--- config.mk ---
export PLATFORM = sky130hd
export DESIGN_NAME = tx_packet_arbiter
export DESIGN_NICKNAME = d
export VERILOG_FILES = /design/src/rtl/grbalpha_tx_pkg.sv /design/src/rtl/rr_pick3.sv /design/src/rtl/tx_packet_arbiter.sv
export SDC_FILE = /design/constraint.sdc
export NUM_CORES = 1
export LEC_CHECK = 0
export ABC_CLOCK_PERIOD_IN_PS = 4300
export BUFFER_PORTS_ARGS = -buffer_cell sky130_fd_sc_hd__clkbuf_2
export CAP_MARGIN = 20
export CORE_ASPECT_RATIO = 1.5
export CORE_MARGIN = 1.5
export CORE_UTILIZATION = 43
export CTS_CLUSTER_SIZE = 28
export DETAILED_ROUTE_END_ITERATION = 16
export GPL_TIMING_DRIVEN = 0
export PLACE_DENSITY = 0.64
export SKIP_LAST_GASP = 1
export SYNTH_ARGS = -nofsm -noshare
export SYNTH_HDL_FRONTEND = slang
export SYNTH_SLANG_ARGS = --single-unit
--- constraint.sdc ---
create_clock -name CLK -period 4.3 [get_ports CLK]
set_clock_uncertainty 0.15 [all_clocks]
set_input_delay 0.43 -clock CLK [delete_from_list [all_inputs] [get_ports CLK]]
set_output_delay 0.43 -clock CLK [all_outputs]
set_load 0.005 [all_outputs]
--- src/rtl/grbalpha_tx_pkg.sv ---
// Shared types and constants for the readout UART transmit path.
package grbalpha_tx_pkg;

  typedef enum logic [2:0] {
    StIdle,
    StWaitByte,
    StStart,
    StBusyRise,
    StBusyFall
  } tx_state_e;

  localparam int unsigned SRC_EVENT = 0;
  localparam int unsigned SRC_HIST  = 1;
  localparam int unsigned SRC_SCL   = 2;

  localparam logic [15:0] HDR_EVENT = 16'hFFFF;
  localparam logic [15:0] HDR_HIST  = 16'hFFFE;
  localparam logic [15:0] HDR_SCL   = 16'hFFFD;

  // Grant vectors are one-hot or zero; zero maps to index 0.
  function automatic logic [1:0] onehot_to_idx(input logic [2:0] oh);
    logic [1:0] idx;
    idx = 2'd0;
    if (oh[2]) begin
      idx = 2'(SRC_SCL);
    end else if (oh[1]) begin
      idx = 2'(SRC_HIST);
    end
    return idx;
  endfunction

endpackage

--- src/rtl/rr_pick3.sv ---
// Combinational 3-way picker: fixed priority (mode 0) or round-robin from last+1 (mode 1).
module rr_pick3
  import grbalpha_tx_pkg::*;
(
  input  logic [2:0] req,
  input  logic [1:0] last,
  input  logic       mode,
  output logic [2:0] win
);

  logic       found;
  logic [1:0] k;
  logic [2:0] s;

  always_comb begin
    win   = '0;
    found = 1'b0;
    k     = 2'd0;
    s     = 3'd0;
    for (int i = 0; i < 3; i++) begin
      if (mode) begin
        s = 3'(last) + 3'(i) + 3'd1;
        k = (s >= 3'd3) ? 2'(s - 3'd3) : 2'(s);
      end else begin
        k = 2'(i);
      end
      if (!found && (k != 2'd3) && req[k]) begin
        win[k] = 1'b1;
        found  = 1'b1;
      end
    end
  end

endmodule

--- src/rtl/tx_packet_arbiter.sv ---
// Packet-level arbiter granting the single UART transmitter to one of three packet sources,
// pacing bytes against the UART busy flag and recovering from stalled sources or a dead UART.
module tx_packet_arbiter
  import grbalpha_tx_pkg::*;
#(
  parameter int unsigned PRIORITY_MODE  = 1,
  parameter int unsigned TIMEOUT_CYCLES = 4095,
  parameter int unsigned BUSY_RISE_MAX  = 4
) (
  input  logic        CLK,
  input  logic        RST_i,
  input  logic [2:0]  req_i,
  input  logic [2:0]  byte_valid_i,
  input  logic [2:0]  last_i,
  input  logic [23:0] byte_i,
  output logic [2:0]  grant_o,
  output logic [2:0]  byte_ready_o,
  output logic        transmit_o,
  output logic [7:0]  tx_byte_o,
  input  logic        is_transmitting_i,
  output logic        busy_o,
  output logic        timeout_o,
  output logic        lost_busy_o
);

  localparam logic [16:0] TmoLimit  = 17'(TIMEOUT_CYCLES);
  localparam logic [3:0]  RiseLimit = 4'(BUSY_RISE_MAX);
  localparam logic        PrioRr    = (PRIORITY_MODE != 0);

  tx_state_e   state_q, state_d;
  logic [2:0]  grant_q, grant_d;
  logic [1:0]  last_grant_q, last_grant_d;
  logic [15:0] tmo_q, tmo_d;
  logic [2:0]  rise_q, rise_d;
  logic [7:0]  tx_byte_q, tx_byte_d;
  logic        last_q, last_d;

  logic [2:0]  win;
  logic [1:0]  g_idx;
  logic        sel_valid, sel_last, byte_done;
  logic [7:0]  sel_byte;
  logic [16:0] tmo_inc;
  logic [3:0]  rise_inc;

  rr_pick3 u_pick (
    .req  (req_i),
    .last (last_grant_q),
    .mode (PrioRr),
    .win  (win)
  );

  assign g_idx     = onehot_to_idx(grant_q);
  assign sel_valid = |(byte_valid_i & grant_q);
  assign sel_last  = |(last_i & grant_q);
  assign sel_byte  = ({8{grant_q[0]}} & byte_i[7:0])
                   | ({8{grant_q[1]}} & byte_i[15:8])
                   | ({8{grant_q[2]}} & byte_i[23:16]);
  assign tmo_inc   = {1'b0, tmo_q} + 17'd1;
  assign rise_inc  = {1'b0, rise_q} + 4'd1;

  assign grant_o      = grant_q;
  assign tx_byte_o    = tx_byte_q;
  assign busy_o       = (state_q != StIdle);
  assign byte_ready_o = (state_q == StWaitByte) ? grant_q : 3'b000;

  always_comb begin
    state_d      = state_q;
    grant_d      = grant_q;
    last_grant_d = last_grant_q;
    tmo_d        = tmo_q;
    rise_d       = rise_q;
    tx_byte_d    = tx_byte_q;
    last_d       = last_q;
    transmit_o   = 1'b0;
    timeout_o    = 1'b0;
    lost_busy_o  = 1'b0;
    byte_done    = 1'b0;

    case (state_q)
      StIdle: begin
        if (req_i != 3'b000) begin
          grant_d = win;
          tmo_d   = '0;
          state_d = StWaitByte;
        end
      end
      StWaitByte: begin
        // A byte offered on the expiry cycle takes precedence over the abort.
        if (sel_valid) begin
          tx_byte_d = sel_byte;
          last_d    = sel_last;
          state_d   = StStart;
        end else if (tmo_inc >= TmoLimit) begin
          timeout_o    = 1'b1;
          last_grant_d = g_idx;
          grant_d      = '0;
          state_d      = StIdle;
        end else begin
          tmo_d = tmo_inc[15:0];
        end
      end
      StStart: begin
        transmit_o = 1'b1;
        rise_d     = '0;
        state_d    = StBusyRise;
      end
      StBusyRise: begin
        if (is_transmitting_i) begin
          state_d = StBusyFall;
        end else if (rise_inc >= RiseLimit) begin
          lost_busy_o = 1'b1;
          byte_done   = 1'b1;
        end else begin
          rise_d = rise_inc[2:0];
        end
      end
      StBusyFall: begin
        if (!is_transmitting_i) begin
          byte_done = 1'b1;
        end
      end
      default: state_d = StIdle;
    endcase

    if (byte_done) begin
      if (last_q) begin
        grant_d      = '0;
        last_grant_d = g_idx;
        state_d      = StIdle;
      end else begin
        tmo_d   = '0;
        state_d = StWaitByte;
      end
    end
  end

  always_ff @(posedge CLK) begin
    if (RST_i) begin
      state_q      <= StIdle;
      grant_q      <= '0;
      last_grant_q <= 2'(SRC_SCL);
      tmo_q        <= '0;
      rise_q       <= '0;
      tx_byte_q    <= '0;
      last_q       <= 1'b0;
    end else begin
      state_q      <= state_d;
      grant_q      <= grant_d;
      last_grant_q <= last_grant_d;
      tmo_q        <= tmo_d;
      rise_q       <= rise_d;
      tx_byte_q    <= tx_byte_d;
      last_q       <= last_d;
    end
  end

endmodule

==> out/results.tsv, run 1 <==
stage	metric	value	unit
placed_design	globalplace.congestion	0.860	
cts	tritoncts	yes	
placed_design	port_buffers	52	
grt	grt_first_pass_wirelength	10900	um
grt	grtUsageTotal	0.223	
cts	cts_max_level	2	
synthesis	yosys.area.top_type	dfxtp_1	
drt	post-route-drc-count	0	
cts	cts_buffers	5	
setup_path	critPathArrivalTime	2.83	ns
cts	ctsHoldBuffers	0	
outcome	status	finished, final reports clean	
floorplanning	core_area	0.00545	mm^2
synthesis	yosys_warnings	0	
power_and_ir_drop	leakagePower	1.14	nW
cells_and_area	finalNonFillerCells	431	
power_and_ir_drop	pwr-share-clk	0.365	
cts	numClockSinks	36	
setup_path	endpoint_kind	primary output	
timing	tns	0	ns
placed_design	dp_hpwl	4960	um
grt	grt_pass1_vias	2413	
cells_and_area	diodes	0	
worst_hold_path	worstHoldPathType	reg -> reg	
setup_path	critical_path_required	3.72	ns
synthesis	synthArstFlopShare	0	
timing	fmax	293	MHz
power_and_ir_drop	internal_power	0.581	mW
synthesis	synth-edff-count	0	
cts	cts-root-buf	clkbuf_8	
floorplanning	die_h	95.2	um
timing	fin_ws	0.888	ns
synthesis	synth_top_area_frac	0.296	
synthesis	syn-cell-area	0.00244	mm^2
cells_and_area	layout_common_cells	53 x clkbuf_2, 36 x dfxtp_1, 29 x nor2_1	
timing	max_slew_margin	0.447	
cells_and_area	finalNetCount	406	
synthesis	ys_ff_latch	36	
floorplanning	fp.dieW	64.5	um
drt	dr.pass1.iters	5	
timing	rsz0062_at_grt	false	
placed_design	place_ws	1.18	ns
timing	setup_viol_count_final	0	
power_and_ir_drop	pwr-share-seq	0.446	
synthesis	synthTopCellsByArea	dfxtp_1 30%, ha_1 5.1%, nor2_1 4.5%	
power_and_ir_drop	ir_drop	0.139	mV
setup_path	critPathMaxFanout	10	
cells_and_area	synthToLayoutAreaGrowth	18.7	%
grt	antenna_found_initial	0	
cts	cts_resized	0	
power_and_ir_drop	switchingPower	0.227	mW
drt	via_per_inst	5.83	
placed_design	placed_cells	423	
grt	grt_max_degree	12	
floorplanning	initial_core_util	0.447	
power_and_ir_drop	power.total	0.808	mW
timing	final.period_utilization	0.794	
synthesis	avgSynthCellArea	8.10	um^2
cts	clk-insertion-delay-late	0.29	ns
drt	drt-initial-drc-count	120	
power_and_ir_drop	switching_share	0.281	
cells_and_area	drive_gt1_frac	0.208	
floorplanning	fp-row-count	33	
floorplanning	ios	54	
timing	drv_slew	0	
timing	worst_pin_slew	0.823	ns
drt	finalWirelength	6480	um
cts	clkTransAtPathRegs	0.08	ns
power_and_ir_drop	combPwrFrac	0.189	
cts	clk_path_buf_depth	2	
timing	finalHoldViolations	0	
cts	cts_setup_buffers	0	
cells_and_area	final_core_util	0.531	
drt	wire_per_inst	15.0	um
synthesis	synth_cell_type_count	61	
floorplanning	fp.dieArea	0.00614	mm^2
timing	period_needed	3.41	ns
cells_and_area	final_common_cell	clkbuf_2	
synthesis	syn-num-nets	347	
grt	overflow	0	
synthesis	dominantRegCellSynth	dfxtp_1	
synthesis	ys_seq_area_frac	0.296	
setup_path	crit_type	reg -> out	
flow_run	maxCapViolations	0	
synthesis	syn_inst	301	
power_and_ir_drop	power_density	279	mW/mm^2
drt	vias	2511	
setup_path	startpoint_type	flip-flop	
drt	antenna_left	0	
## power by group through the flow
stage               logic (mW)  registers [mW]  clock network (mW)
CTS                      0.153           0.360               0.303
global route             0.172           0.364               0.317
detailed placement       0.152           0.368                   0
floorplan               0.0956           0.366                   0
finish                   0.153           0.361               0.295
global placement         0.152           0.368                   0
## layer usage
layer  vias up  routed length, um  global-route usage
li1       1271                  -                   -
met1      1168               2610               0.248
met2        58               3480               0.425
met3        14                223              0.0272
met4         0                156              0.0851
met5         -                  0                   0
## final cells by class
class	instances	area, um^2
Timing Repair Buffer	52	260
Fill cell	568	2560
Multi-Input combinational cell	229	1560
Buffer	18	90.1
Clock buffer	6	72.6
Tap cell	70	87.6
Inverter	18	67.6
Clock inverter	2	35.0
Sequential cell	36	721
## cells by family (layout without fill, tap and decap cells)
kind of cell | count (synthesis) | in the layout | synth area share
and+or+nand+nor | 125 | 125 | 0.290
buffers and inverters | 36 | 96 | 0.0646
AOI/OAI and AO/OA | 89 | 89 | 0.278
DFF | 36 | 36 | 0.296
muxes | 5 | 5 | 0.0210
adders and majority gates | 10 | 10 | 0.0513
## through the flow
stage                     area (um^2)  hold slack [ns]
after floorplan                  2440            0.281
after global routing             2890            0.334
final                            2890            0.321
after global placement           2790            0.292
after detailed placement         2790            0.300
after CTS                        2890            0.326
## final timing paths
check                                           from                    to  slack [ns]  depth (start not counted)
worst max-delay path             tmo_q[1]$_SDFF_PP0_             timeout_o        0.89                          7
worst min-delay path            tmo_q[13]$_SDFF_PP0_  tmo_q[13]$_SDFF_PP0_        0.32                          1
worst max register to register   tmo_q[1]$_SDFF_PP0_   tmo_q[5]$_SDFF_PP0_        1.22                          7
worst min register to register  tmo_q[13]$_SDFF_PP0_  tmo_q[13]$_SDFF_PP0_        0.32                          1
## registers in the layout, indices dropped and copies added (netlist names)
register / count
last_q: 1
tx_byte_o: 8
last_grant_q: 2
tmo_q: 16
rise_q: 3
state_q: 3
grant_o: 3
## worst max-delay path, stage by stage (launching register included)
cell and delay, ns:
dfxtp_1 0.51, nand4_1 0.35, or4_4 0.53, a221oi_2 0.32
nor4b_2 0.50, nor2_1 0.15, inv_1 0.08, clkbuf_2 0.11
## synthesized netlist by cell type (10+ instances only)
library cell  instances
a211oi_1             11
a21oi_1              14
a222oi_1             10
dfxtp_1              36
ha_1                 10
inv_1                18
nand2_1              18
nand3_1              11
nand4_1              11
nor2_1               29
Note: power is estimated with default switching activity, not from simulation.
==> inputs of run 2 (changes only) <==
--- a/config.mk
+++ b/config.mk
@@ -5,7 +5,7 @@
 export SDC_FILE = /design/constraint.sdc
 export NUM_CORES = 1
 export LEC_CHECK = 0
-export ABC_CLOCK_PERIOD_IN_PS = 4300
+export ABC_CLOCK_PERIOD_IN_PS = 3200
 export BUFFER_PORTS_ARGS = -buffer_cell sky130_fd_sc_hd__clkbuf_2
 export CAP_MARGIN = 20
 export CORE_ASPECT_RATIO = 1.5
==> constraint.sdc (replaced) <==
create_clock -name CLK -period 3.2 [get_ports CLK]
set_clock_uncertainty 0.15 [all_clocks]
set_input_delay 0.32 -clock CLK [delete_from_list [all_inputs] [get_ports CLK]]
set_output_delay 0.32 -clock CLK [all_outputs]
set_load 0.005 [all_outputs]
==> run 2 against run 1 <==
  * Critical path depth grew 1
  * Cell area grew 1.3%
  * Total power grew 35%
  * Global-route usage grew 0.074 points
  * Routed wire length grew 0.96%
  * Clock power grew 34%
  * Core utilization grew 0.71 points
  * Non-clock buffer count grew 3
  * Flip-flop and latch count is the same
  * Sequential share of layout area shrank 0.29 points
==> out/results.tsv, run 2 (synthesis gave the netlist of run 1 again) <==
stage	metric	value	unit
worst_hold_path	hold_depth	3	
grt	grt_pass1_vias	2427	
timing	final.period_utilization	0.944	
drt	antenna_left	0	
grt	grt_max_degree	12	
placed_design	port_buffers	52	
grt	grt_first_pass_wirelength	10900	um
drt	wire_per_inst	15.1	um
setup_path	endpoint_kind	primary output	
power_and_ir_drop	power_density	371	mW/mm^2
floorplanning	core_area	0.00545	mm^2
setup_path	endpoint	timeout_o	
timing	drv_slew	0	
floorplanning	initial_core_util	0.447	
cells_and_area	layout_common_cells	53 x clkbuf_2, 35 x dfxtp_1, 29 x nor2_1	
floorplanning	fp-row-count	33	
cts	cts_max_level	2	
power_and_ir_drop	internal_power	0.781	mW
floorplanning	ios	54	
grt	overflow	0	
setup_path	rr_endpoint	tmo_q[5]$_SDFF_PP0_	
timing	period_needed	3.02	ns
cts	cts_buffers	5	
setup_path	crit_type	reg -> out	
timing	finalHoldViolations	0	
drt	dr.pass1.iters	4	
floorplanning	die_h	95.2	um
power_and_ir_drop	pwr-share-clk	0.363	
drt	via_per_inst	5.84	
cells_and_area	finalNetCount	409	
power_and_ir_drop	switching_share	0.282	
floorplanning	fp.dieArea	0.00614	mm^2
setup_path	crit_start	tmo_q[0]$_SDFF_PP0_	
grt	antenna_found_initial	0	
cts	clk-insertion-delay-late	0.29	ns
cells_and_area	largest_register_ffs	16	
power_and_ir_drop	combPwrFrac	0.191	
floorplanning	fp.dieW	64.5	um
worst_hold_path	worstHoldStart	is_transmitting_i	
placed_design	globalplace.congestion	0.860	
drt	post-route-drc-count	0	
timing	fmax	331	MHz
power_and_ir_drop	switchingPower	0.307	mW
cts	tritoncts	yes	
setup_path	timing.rr.start	tmo_q[0]$_SDFF_PP0_	
cts	clk_path_buf_depth	2	
cts	numClockSinks	36	
cells_and_area	regMostFlops	tmo_q	
cells_and_area	final_area	0.00293	mm^2
timing	fin_ws	0.178	ns
worst_hold_path	worstHoldPathType	in -> reg	
drt	vias	2535	
power_and_ir_drop	leakagePower	1.17	nW
setup_path	critPathArrivalTime	2.55	ns
setup_path	critPathMaxFanout	10	
cells_and_area	diodes	0	
cts	ctsHoldBuffers	0	
power_and_ir_drop	ir_drop	0.187	mV
placed_design	dp_hpwl	4960	um
power_and_ir_drop	pwr-share-seq	0.446	
timing	max_slew_margin	0.540	
cells_and_area	final_common_cell	clkbuf_2	
cts	clkTransAtPathRegs	0.07	ns
cells_and_area	drive_gt1_frac	0.223	
placed_design	placed_cell_area	0.00279	mm^2
setup_path	reg2reg_setup_slack	0.35	ns
drt	finalWirelength	6540	um
timing	hold_ws	0.262	ns
flow_run	maxCapViolations	0	
outcome	status	finished, final reports clean	
placed_design	place_ws	0.0830	ns
timing	setup_viol_count_final	0	
setup_path	r2r_cells	8	
setup_path	startpoint_type	flip-flop	
drt	drt-initial-drc-count	140	
timing	worst_pin_slew	0.687	ns
grt	grtUsageTotal	0.223	
cts	cts-root-buf	clkbuf_8	
cells_and_area	synthToLayoutAreaGrowth	20.3	%
setup_path	critical_path_required	2.73	ns
run 2: cell types whose count changed in the layout (fill, tap and decap cells not counted), sizes merged:
cell	previous run	this run
buf	8	11
run 2: through the flow:
stage	total power, mW	instances	setup TNS, ns	util
2_1_floorplan	0.620	301	0	-
3_3_place_gp	0.699	423	0	0.511
3_5_place_dp	0.700	423	0	0.511
4_1_cts	1.10	431	0	0.533
5_1_grt	1.15	434	-0.00306	0.538
6_report	1.09	434	0	0.538
run 2: power groups by stage:
stage                     logic, mW  registers (mW)  clock network [mW]
after floorplan               0.129           0.491                   0
after global placement        0.205           0.495                   0
after detailed placement      0.205           0.495                   0
after CTS                     0.206           0.484               0.407
after global routing          0.234           0.489               0.426
final                         0.208           0.485               0.395
run 2: what timing repair did:
item                                    CTS  global route
gates resized for setup                   1             3
pin swaps                                 0             1
setup buffers                             0             3
endpoints found under the setup margin    1            11
run 2: cell type report:
| class | count | area [um^2] |
|---|---|---|
| clock buffers | 6 | 72.6 |
| flip-flops and latches | 36 | 722 |
| fillers | 566 | 2520 |
| clock inverters | 2 | 35.0 |
| well taps | 70 | 87.6 |
| plain buffers | 18 | 90.1 |
| inverters | 18 | 67.6 |
| multi-input cells | 229 | 1580 |
| repair buffers | 55 | 283 |
run 2: critical path, cell delays in order (launching register included):
cell	delay, ns
dfxtp_1	0.33
buf_2	0.20
nand4_1	0.27
or4_4	0.50
a221oi_2	0.34
nor4b_4	0.31
nor2_1	0.12
inv_1	0.08
clkbuf_2	0.11
run 2: worst min-delay path by stage:
stage | end | slack [ns]
6_report | state_q[2]$_SDFFE_PP0P_ | 0.26
5_1_grt | tx_byte_o[7]$_SDFFE_PP0P_ | 0.29
4_1_cts | state_q[2]$_SDFFE_PP0P_ | 0.25
3_5_place_dp | tmo_q[15]$_SDFF_PP0_ | 0.30
3_3_place_gp | tmo_q[13]$_SDFF_PP0_ | 0.29
2_1_floorplan | tmo_q[13]$_SDFF_PP0_ | 0.28
run 2: per-layer routing:
metal  track usage  up-vias  routed length (um)
met5             0        -                   0
met4        0.0851        0                 145
met3        0.0272       12                 182
met2         0.428       56                3560
met1         0.248     1187                2650
li1              -     1280                   -
